[src/rtl/store_buffer_pkg.sv]
// Shared sizing and entry type for the MEM-stage store buffer.
package store_buffer_pkg;
  localparam int DW    = 16;
  localparam int AW    = 5;
  localparam int DEPTH = 4;
  localparam int PTR_W = $clog2(DEPTH);
  localparam int CNT_W = PTR_W + 1;

  typedef struct packed {
    logic [AW-1:0] addr;
    logic [DW-1:0] data;
  } sb_entry_t;
endpackage

[src/rtl/sb_match.sv]
// Youngest-match search over the occupied store buffer entries.
// STORE_BUFFER_FWD_EN adds the forwarded data path.
module sb_match
  import store_buffer_pkg::*;
(
  input  logic [DEPTH-1:0][AW-1:0] entry_addr,
`ifdef STORE_BUFFER_FWD_EN
  input  logic [DEPTH-1:0][DW-1:0] entry_data,
  output logic [DW-1:0]            fwd_data,
`endif
  input  logic [PTR_W-1:0]         head,
  input  logic [CNT_W-1:0]         count,
  input  logic [AW-1:0]            ld_addr,
  output logic                     hit
);

  // Walk oldest to youngest so the last match seen is the youngest one.
  always_comb begin
    logic [PTR_W-1:0] idx;
    hit = 1'b0;
`ifdef STORE_BUFFER_FWD_EN
    fwd_data = '0;
`endif
    idx = head;
    for (int i = 0; i < DEPTH; i++) begin
      if ((CNT_W'(i) < count) && (entry_addr[idx] == ld_addr)) begin
        hit = 1'b1;
`ifdef STORE_BUFFER_FWD_EN
        fwd_data = entry_data[idx];
`endif
      end
      idx = idx + 1'b1;
    end
  end

endmodule

[src/rtl/store_buffer.sv]
// In-order store queue in front of the single-port data memory.
// Define STORE_BUFFER_FWD_EN for store-to-load forwarding; otherwise hitting loads stall.
module store_buffer
  import store_buffer_pkg::*;
(
  input  logic          clk,
  input  logic          reset,
  input  logic          st_valid,
  input  logic [AW-1:0] st_addr,
  input  logic [DW-1:0] st_data,
  output logic          st_ready,
  input  logic          ld_valid,
  input  logic [AW-1:0] ld_addr,
  output logic [DW-1:0] ld_data,
  output logic          ld_stall,
  output logic [AW-1:0] mem_addr,
  output logic [DW-1:0] mem_wdata,
  output logic          mem_wr,
  input  logic [DW-1:0] mem_rdata,
  output logic          empty
);

  sb_entry_t               entries [DEPTH];
  logic [PTR_W-1:0]        head, tail;
  logic [CNT_W-1:0]        count;
  logic                    full, enq, drain, hit;
  logic [DEPTH-1:0][AW-1:0] entry_addr;
`ifdef STORE_BUFFER_FWD_EN
  logic [DEPTH-1:0][DW-1:0] entry_data;
  logic [DW-1:0]            fwd_data;
`endif

  always_comb begin
    for (int i = 0; i < DEPTH; i++) begin
      entry_addr[i] = entries[i].addr;
`ifdef STORE_BUFFER_FWD_EN
      entry_data[i] = entries[i].data;
`endif
    end
  end

  sb_match u_match (
    .entry_addr (entry_addr),
`ifdef STORE_BUFFER_FWD_EN
    .entry_data (entry_data),
    .fwd_data   (fwd_data),
`endif
    .head       (head),
    .count      (count),
    .ld_addr    (ld_addr),
    .hit        (hit)
  );

  // Draining is suppressed during reset so discarded stores never reach memory.
  always_comb begin
    full     = (count == CNT_W'(DEPTH));
    empty    = (count == '0);
    st_ready = !full;
    enq      = st_valid && !full;
    drain    = !reset && !empty && (!ld_valid || hit || full);

    mem_addr  = ld_addr;
    mem_wdata = '0;
    mem_wr    = 1'b0;
    if (drain) begin
      mem_addr  = entries[head].addr;
      mem_wdata = entries[head].data;
      mem_wr    = 1'b1;
    end

    ld_data  = '0;
    ld_stall = 1'b0;
    if (ld_valid) begin
      if (st_valid) begin
        ld_stall = 1'b1;
      end else if (hit) begin
`ifdef STORE_BUFFER_FWD_EN
        ld_data = fwd_data;
`else
        ld_stall = 1'b1;
`endif
      end else if (drain) begin
        ld_stall = 1'b1;
      end else begin
        ld_data = mem_rdata;
      end
    end
  end

  always_ff @(posedge clk) begin
    if (reset) begin
      head  <= '0;
      tail  <= '0;
      count <= '0;
    end else begin
      if (enq)   tail <= tail + 1'b1;
      if (drain) head <= head + 1'b1;
      count <= count + CNT_W'(enq) - CNT_W'(drain);
    end
  end

  always_ff @(posedge clk) begin
    if (enq) entries[tail] <= '{addr: st_addr, data: st_data};
  end

endmodule

[config.mk]
export PLATFORM = sky130hd
export DESIGN_NAME = store_buffer
export DESIGN_NICKNAME = d
export VERILOG_FILES = /design/src/rtl/store_buffer_pkg.sv /design/src/rtl/sb_match.sv /design/src/rtl/store_buffer.sv
export SDC_FILE = /design/constraint.sdc
export NUM_CORES = 1
export LEC_CHECK = 0
export ABC_AREA = 1
export BUFFER_PORTS_ARGS = -buffer_cell sky130_fd_sc_hd__buf_4
export CORE_ASPECT_RATIO = 1.1
export CORE_MARGIN = 4
export CORE_UTILIZATION = 40
export CTS_CLUSTER_DIAMETER = 60
export CTS_CLUSTER_SIZE = 12
export DETAILED_ROUTE_END_ITERATION = 6
export HOLD_SLACK_MARGIN = 0.05
export PLACE_DENSITY = 0.72
export SYNTH_ARGS = -nofsm -noshare
export SYNTH_HDL_FRONTEND = slang
export SYNTH_SLANG_ARGS = --single-unit
[constraint.sdc]
create_clock -name clk -period 2.7 [get_ports clk]
set_input_delay 0.54 -clock clk [delete_from_list [all_inputs] [get_ports clk]]
set_output_delay 0.54 -clock clk [all_outputs]
set_load 0.02 [all_outputs]
==> metrics.md, run 1 <==
| Metric | Value |
|---|---|
| P&R area growth vs syn | `38.9%` |
| Min Hold Slack | `394 ps` |
| Wirelength, routed | `12500 µm` |
| CTS tree | `yes` |
| Final ANT Viol Nets | `0` |
| Residual DRC count | `0` |
| Diodes inserted | `0` |
| DRT Pass-1 Iters | `5` |
| First-pass GRT wire length | `18900 µm` |
| Netlist cell types | `24` |
| Antenna violations before repair | `0` |
| Buffer and inverter count on the worst path | `5` |
| Fin. Hold Viols | `0` |
| Crit Path Max Fanout | `8` |
| Critical Path AT | `2510 ps` |
| Final worst setup slack | `-348 ps` |
| Root Buffer | `clkbuf_16` |
| DRT iter0 DRCs | `191` |
| Async set-reset flop share out of synthesis | `0` |
| Most frequent CP cell | `nand2_1` |
| Ys flop type | `edfxtp_1` |
| Starting density of the core | `0.410` |
| Number of global-route vias before repair | `3857` |
| DIE AREA | `14200 µm²` |
| Synthesized cell area | `4930 µm²` |
| Clk slew on worst S/H paths | `70 ps` |
| Commonest non-fill, non-tap cell in the layout | `nand2_1` |
| Final Net Count | `743` |
| Hold_buf cts | `0` |
| Rel. slew slack | `0.677` |
| PortBufs | `86` |
| Final period util | `1.13` |
| Max incr delay on CP | `410 ps` |
| Status | `finished with violations` |
| CTS sink cnt | `93` |
| Placed cell area | `5850 µm²` |
| Finished Core Util | `0.570` |
| Clock Tree Buf Depth | `2` |
| Core Region | `12000 µm²` |
| Top-Level Pins | `87` |
| Slowest-stage cell, CP | `dfxtp_4` |
| Total power | `5.80 mW` |
| Crit-path cells | `inv_8 > clkbuf_16 > nand2_1 > nand3_1 > nand2_1 > nand2_1 > nand2_1 > nor2_1 > nand3_1 > nand2_1 > nor2_1 > nand2_2 > nand2_4 > buf_12 > nand2_8 > clkbuf_16 > nor2_4 > buf_6` |
| Tightest Pin Transition | `485 ps` |
| Post-DR wirelength/cell | `14.8 µm` |
| Syn Nets | `632` |
| Syn Inst Count | `577` |
| Clk_skew | `8.82 ps` |
| CP endpoint kind | `output pin` |
| Number of max-cap violations | `0` |
| Vias per Instance | `5.07` |
| CTS Buf Count | `9` |
| Warnings from Yosys | `0` |
| Failing checks | `setup timing` |
| Gr ovfl total | `0` |
| Fmax | `0.328 GHz` |
| Critical Path Source Type | `register` |
| Post-synth EDFFs | `84` |
| Dpl ws | `-127 ps` |
| DP HPWL | `7930 µm` |
| H-tree Lvls | `3` |
| Largest net degree at the start of global routing | `47` |
| Die X-Extent | `114 µm` |
| Area contributors post-synth | `edfxtp_1 51%, nand2_1 18%, a21oi_1 4.8%, nand3_1 4.7%, dfxtp_1 3.7%` |
| CP required | `2160 ps` |
| Lkg Pwr | `2.94 nW` |
| Clk_lat worst skew | `330 ps` |
| Slew Limit Fails | `0` |
| Crit path time final | `3050 ps` |
| Gr usage total | `0.164` |
| Top cell type's share of synthesized area | `0.511` |
| Die height | `124 µm` |
| Post-synth top area cell | `edfxtp_1` |
| Maximum VDD drop | `0.000499 V` |
| Family with the most delay on the worst path | `simple AND/OR/NAND/NOR gates` |
| Most frequent cells in the layout | `201 x nand2_1, 86 x buf_4, 84 x edfxtp_1` |
| Cell row count | `42` |
| Pwr/cell area | `846 nW/µm²` |
| Total number of vias | `4298` |
| Design Area, Final | `6860 µm²` |
| Post-synthesis sequential area ratio | `0.548` |
| Gpl congestion | `0.836` |
| RSZ-0062 raised after global routing | `true` |
| Synthesized flop and latch total | `93` |
| Mean Syn Cell Area | `8.55 µm²` |
| Final setup fails | `41` |
| Min-Delay Path Class | `in -> reg` |
| Layout cell share with drive strength beyond 1 | `0.330` |
| CP Class | `reg -> out` |
[per-layer routing]
| metal | vias to the layer above | wire length (µm) | track usage |
|---|---|---|---|
| met4 | 0 | 167 | 0.0426 |
| met2 | 147 | 6350 | 0.279 |
| met5 | - | 0 | 0 |
| li1 | 2128 | - | - |
| met1 | 2004 | 5160 | 0.210 |
| met3 | 19 | 869 | 0.0384 |
[cell families (layout without fill, tap and decap cells)]
kind of cell | after synthesis | count (layout) | share of synthesized area
AOI/OAI and AO/OA | 61 | 61 | 0.0649
adders and majority gates | 9 | 9 | 0.0243
buffers and inverters | 64 | 179 | 0.0631
and+or+nand+nor | 349 | 350 | 0.298
xor gates and xnor gates | 1 | 1 | 0.00178
DFF | 93 | 93 | 0.548
[layout make-up]
class / count / area [µm²]
clock buffers: 10 / 229
clock inverters: 6 / 45.0
fillers: 1005 / 5180
inverters: 36 / 143
multi-input cells: 421 / 2300
flip-flops and latches: 93 / 2710
well taps: 154 / 193
repair buffers: 127 / 1240
[power breakdown]
group | internal [mW] | switching, mW
combinational | 1.15 | 1.67
clock | 0.628 | 0.518
sequential | 1.75 | 0.0848
total | 3.53 | 2.27
[worst reg2reg max path, delay by kind of cell, from the launching register on]
| family | cells | cell delay [ps] |
|---|---|---|
| AND/OR/NAND/NOR | 12 | 1010 |
| adder cells (fa/ha/maj) | 3 | 840 |
| flip-flops | 1 | 410 |
| buffers and inverters | 4 | 330 |
| XOR/XNOR | 1 | 150 |
[sequential cells by signal (all words and copies together), names as in the netlist, named ones only]
signal / cells
tail: 2
head: 2
entries: 84
count: 3
[worst paths after layout]
check / startpoint / end / slack [ps] / cells after the start
setup / recovery: head[0]$_SDFFE_PP0P_ / ld_data[6] / -350 / 18
hold / removal: reset / count[0]$_SDFF_PP0_ / 390 / 2
setup reg to reg: head[0]$_SDFFE_PP0P_ / count[2]$_SDFF_PP0_ / -110 / 20
hold reg to reg: tail[1]$_SDFFE_PP0P_ / tail[1]$_SDFFE_PP0P_ / 570 / 2
[synthesized netlist by cell type (6+ instances only)]
| library cell | n |
|---|---|
| ha_1 | 8 |
| edfxtp_1 | 84 |
| buf_6 | 6 |
| dfxtp_1 | 9 |
| nor3_1 | 10 |
| nand3_1 | 46 |
| nor2_2 | 10 |
| o21ai_0 | 11 |
| clkbuf_1 | 10 |
| nor2_1 | 33 |
| inv_1 | 34 |
| a21oi_1 | 47 |
| nor3_2 | 9 |
| nand2_1 | 237 |
[metrics by stage]
stage               cells  TNS [ps]
floorplan             577      -372
global placement      816      -421
detailed placement    816     -1900
CTS                   837     -9130
global route          847    -16340
finish                847    -11910
[what timing repair did]
action | in CTS | in global routing
gates resized for setup | 44 | 93
pin swaps | 1 | 22
cloned | 2 | 4
setup endpoints to repair | 41 | 41
buffers inserted | 3 | 6
Power figures use the tool's default switching activity.
==> run 2, diff against run 1 <==
--- a/config.mk
+++ b/config.mk
@@ -15,6 +15,7 @@
 export DETAILED_ROUTE_END_ITERATION = 6
 export HOLD_SLACK_MARGIN = 0.05
 export PLACE_DENSITY = 0.72
+export SKIP_CTS_REPAIR_TIMING = 1
 export SYNTH_ARGS = -nofsm -noshare
 export SYNTH_HDL_FRONTEND = slang
 export SYNTH_SLANG_ARGS = --single-unit
==> metrics.md, run 2 (synthesis gave the netlist of run 1 again) <==
| Metric | Value |
|---|---|
| Antenna violations before repair | `0 (unchanged)` |
| Vias per Instance | `4.94 (-2.7%)` |
| Final Net Count | `738 (-0.67%)` |
| Gr ovfl total | `0 (unchanged)` |
| Number of global-route vias before repair | `3755 (-2.6%)` |
| Commonest non-fill, non-tap cell in the layout | `nand2_1` |
| Maximum VDD drop | `0.000495 V (-0.79%)` |
| CP endpoint kind | `output pin` |
| DRT Pass-1 Iters | `4 (-1)` |
| Final setup fails | `41 (unchanged)` |
| Cell row count | `42 (unchanged)` |
| DP HPWL | `7930 µm (unchanged)` |
| Diodes inserted | `0 (unchanged)` |
| Family with the most delay on the worst path | `simple AND/OR/NAND/NOR gates` |
| P&R area growth vs syn | `33.5%` |
| Most frequent CP cell | `nand2_1` |
| Critical Path AT | `2540 ps (+30 ps)` |
| Dpl ws | `-127 ps (unchanged)` |
| CTS sink cnt | `93 (unchanged)` |
| Crit-path cells | `buf_6 > nand2_4 > nand2_4 > buf_6 > nand2_2 > nand2_1 > nand2_1 > nand2_1 > nor2_1 > nand3_1 > nand2_1 > nor2_1 > nand2_2 > nand2_4 > buf_12 > nand2_8 > buf_12 > nor2_1 > buf_4` |
| Gr usage total | `0.160 (-0.00464)` |
| Die height | `124 µm (unchanged)` |
| Residual DRC count | `0 (unchanged)` |
| Pwr/cell area | `836 nW/µm² (-1.1%)` |
| Starting density of the core | `0.410 (unchanged)` |
| Lkg Pwr | `2.89 nW (-1.7%)` |
| Core Region | `12000 µm² (unchanged)` |
| Failing checks | `setup timing` |
| Critical Path Source Type | `register` |
| Rel. slew slack | `0.679 (+0.00232)` |
| Number of max-cap violations | `0 (unchanged)` |
| Die X-Extent | `114 µm (unchanged)` |
| DIE AREA | `14200 µm² (unchanged)` |
| CP required | `2160 ps (about the same)` |
| Fmax | `0.325 GHz (-1.0%)` |
| Status | `finished with violations` |
| Root Buffer | `clkbuf_16` |
| PortBufs | `86 (unchanged)` |
| Wirelength, routed | `12200 µm (-2.4%)` |
| CTS tree | `yes` |
| CTS Buf Count | `9 (unchanged)` |
| Buffer and inverter count on the worst path | `5 (unchanged)` |
| Min-Delay Path Class | `in -> reg` |
| Crit Path Max Fanout | `7 (-1)` |
| Biggest register | `entries` |
| Clk_skew | `8.60 ps (-0.219 ps)` |
| Largest net degree at the start of global routing | `47 (unchanged)` |
| Clock Tree Buf Depth | `2 (unchanged)` |
| Top-Level Pins | `87 (unchanged)` |
| Slowest-stage cell, CP | `dfxtp_4` |
| Gpl congestion | `0.836 (unchanged)` |
| Largest registers | `entries: 84 flops, count: 3 flops` |
| Clk slew on worst S/H paths | `70 ps (about the same)` |
| Sequential cell area | `2710 µm² (unchanged)` |
| Max incr delay on CP | `410 ps (about the same)` |
| Max FFs per register | `84 (unchanged)` |
| Total number of vias | `4159 (-3.2%)` |
| # placed instances | `816 (unchanged)` |
| Post-Layout Cell Count | `842 (-0.59%)` |
| Final period util | `1.14 (+0.0118)` |
| CP Class | `reg -> out` |
| Final worst setup slack | `-380 ps (-31.7 ps)` |
| H-tree Lvls | `3 (unchanged)` |
| First-pass GRT wire length | `18400 µm (-2.9%)` |
| Tightest Pin Transition | `481 ps (-3.48 ps)` |
| DRT iter0 DRCs | `211 (+10%)` |
| Post-DR wirelength/cell | `14.5 µm (-1.9%)` |
| Layout filler cell count | `1024 (+1.9%)` |
| Most frequent cells in the layout | `226 x nand2_1, 96 x buf_4, 84 x edfxtp_1` |
| Clk_lat worst skew | `330 ps (about the same)` |
| Slew Limit Fails | `0 (unchanged)` |
| Crit path time final | `3080 ps (+31.7 ps)` |
| Layout cell share with drive strength beyond 1 | `0.279 (-0.0514)` |
| Fin. Hold Viols | `0 (unchanged)` |
| Final ANT Viol Nets | `0 (unchanged)` |
| RSZ-0062 raised after global routing | `true` |
| Multi-input gate area | `2130 µm² (-7.4%)` |
-- run 2: cell types whose count changed in the layout (fill, tap and decap cells not counted), moves of 2 or more --
cell       before  now
nand2_1       201  226
nand2_2        32   10
nand3_2         4    1
nand2_4         8    4
buf_4          86   96
nor3_4         13    7
buf_6          29   16
nor3_2          4   10
o21ai_4         2    0
buf_16          2    0
nand3_1        42   45
o21ai_0         6   10
clkbuf_16      12   14
-- run 2: stage by stage --
| step | total power, mW | cell area [µm²] | hold slack, ps | util | TNS, ps |
|---|---|---|---|---|---|
| final | 5.51 | 6590 | 395 | 0.548 | -11410 |
| after global routing | 5.89 | 6590 | 391 | 0.548 | -17290 |
| after CTS | 5.13 | 6120 | 380 | 0.509 | -15980 |
| after detailed placement | 3.98 | 5850 | 539 | 0.486 | -1900 |
| after global placement | 3.92 | 5850 | 501 | 0.486 | -421 |
| after floorplan | 3.31 | 4930 | 490 | - | -372 |
-- run 2: final timing paths --
check / to / depth (start not counted) / startpoint / slack (ps)
setup / recovery: ld_data[1] / 19 / head[0]$_SDFFE_PP0P_ / -380
hold / removal: count[0]$_SDFF_PP0_ / 2 / reset / 390
setup reg to reg: count[2]$_SDFF_PP0_ / 21 / head[0]$_SDFFE_PP0P_ / -130
hold reg to reg: tail[1]$_SDFFE_PP0P_ / 2 / tail[1]$_SDFFE_PP0P_ / 560
-- run 2: cell type report --
| cell class | instances | share of cell area |
|---|---|---|
| multi-input combinational | 420 | 0.323 |
| clock inverter | 6 | 0.00684 |
| tap | 154 | 0.0292 |
| sequential | 93 | 0.411 |
| clock buffer | 10 | 0.0347 |
| timing repair buffer | 123 | 0.173 |
| inverter | 36 | 0.0216 |
-- run 2: per-layer routing --
layer  track usage  routed length [µm]
met5             0                   0
met4        0.0405                 155
met3        0.0379                 926
met2         0.270                6180
met1         0.205                4980
-- run 2: power breakdown --
| group | switching [mW] | total (mW) | internal, mW |
|---|---|---|---|
| Clock | 0.513 | 1.14 | 0.628 |
| Sequential | 0.0848 | 1.84 | 1.75 |
| Combinational | 1.52 | 2.53 | 1.02 |
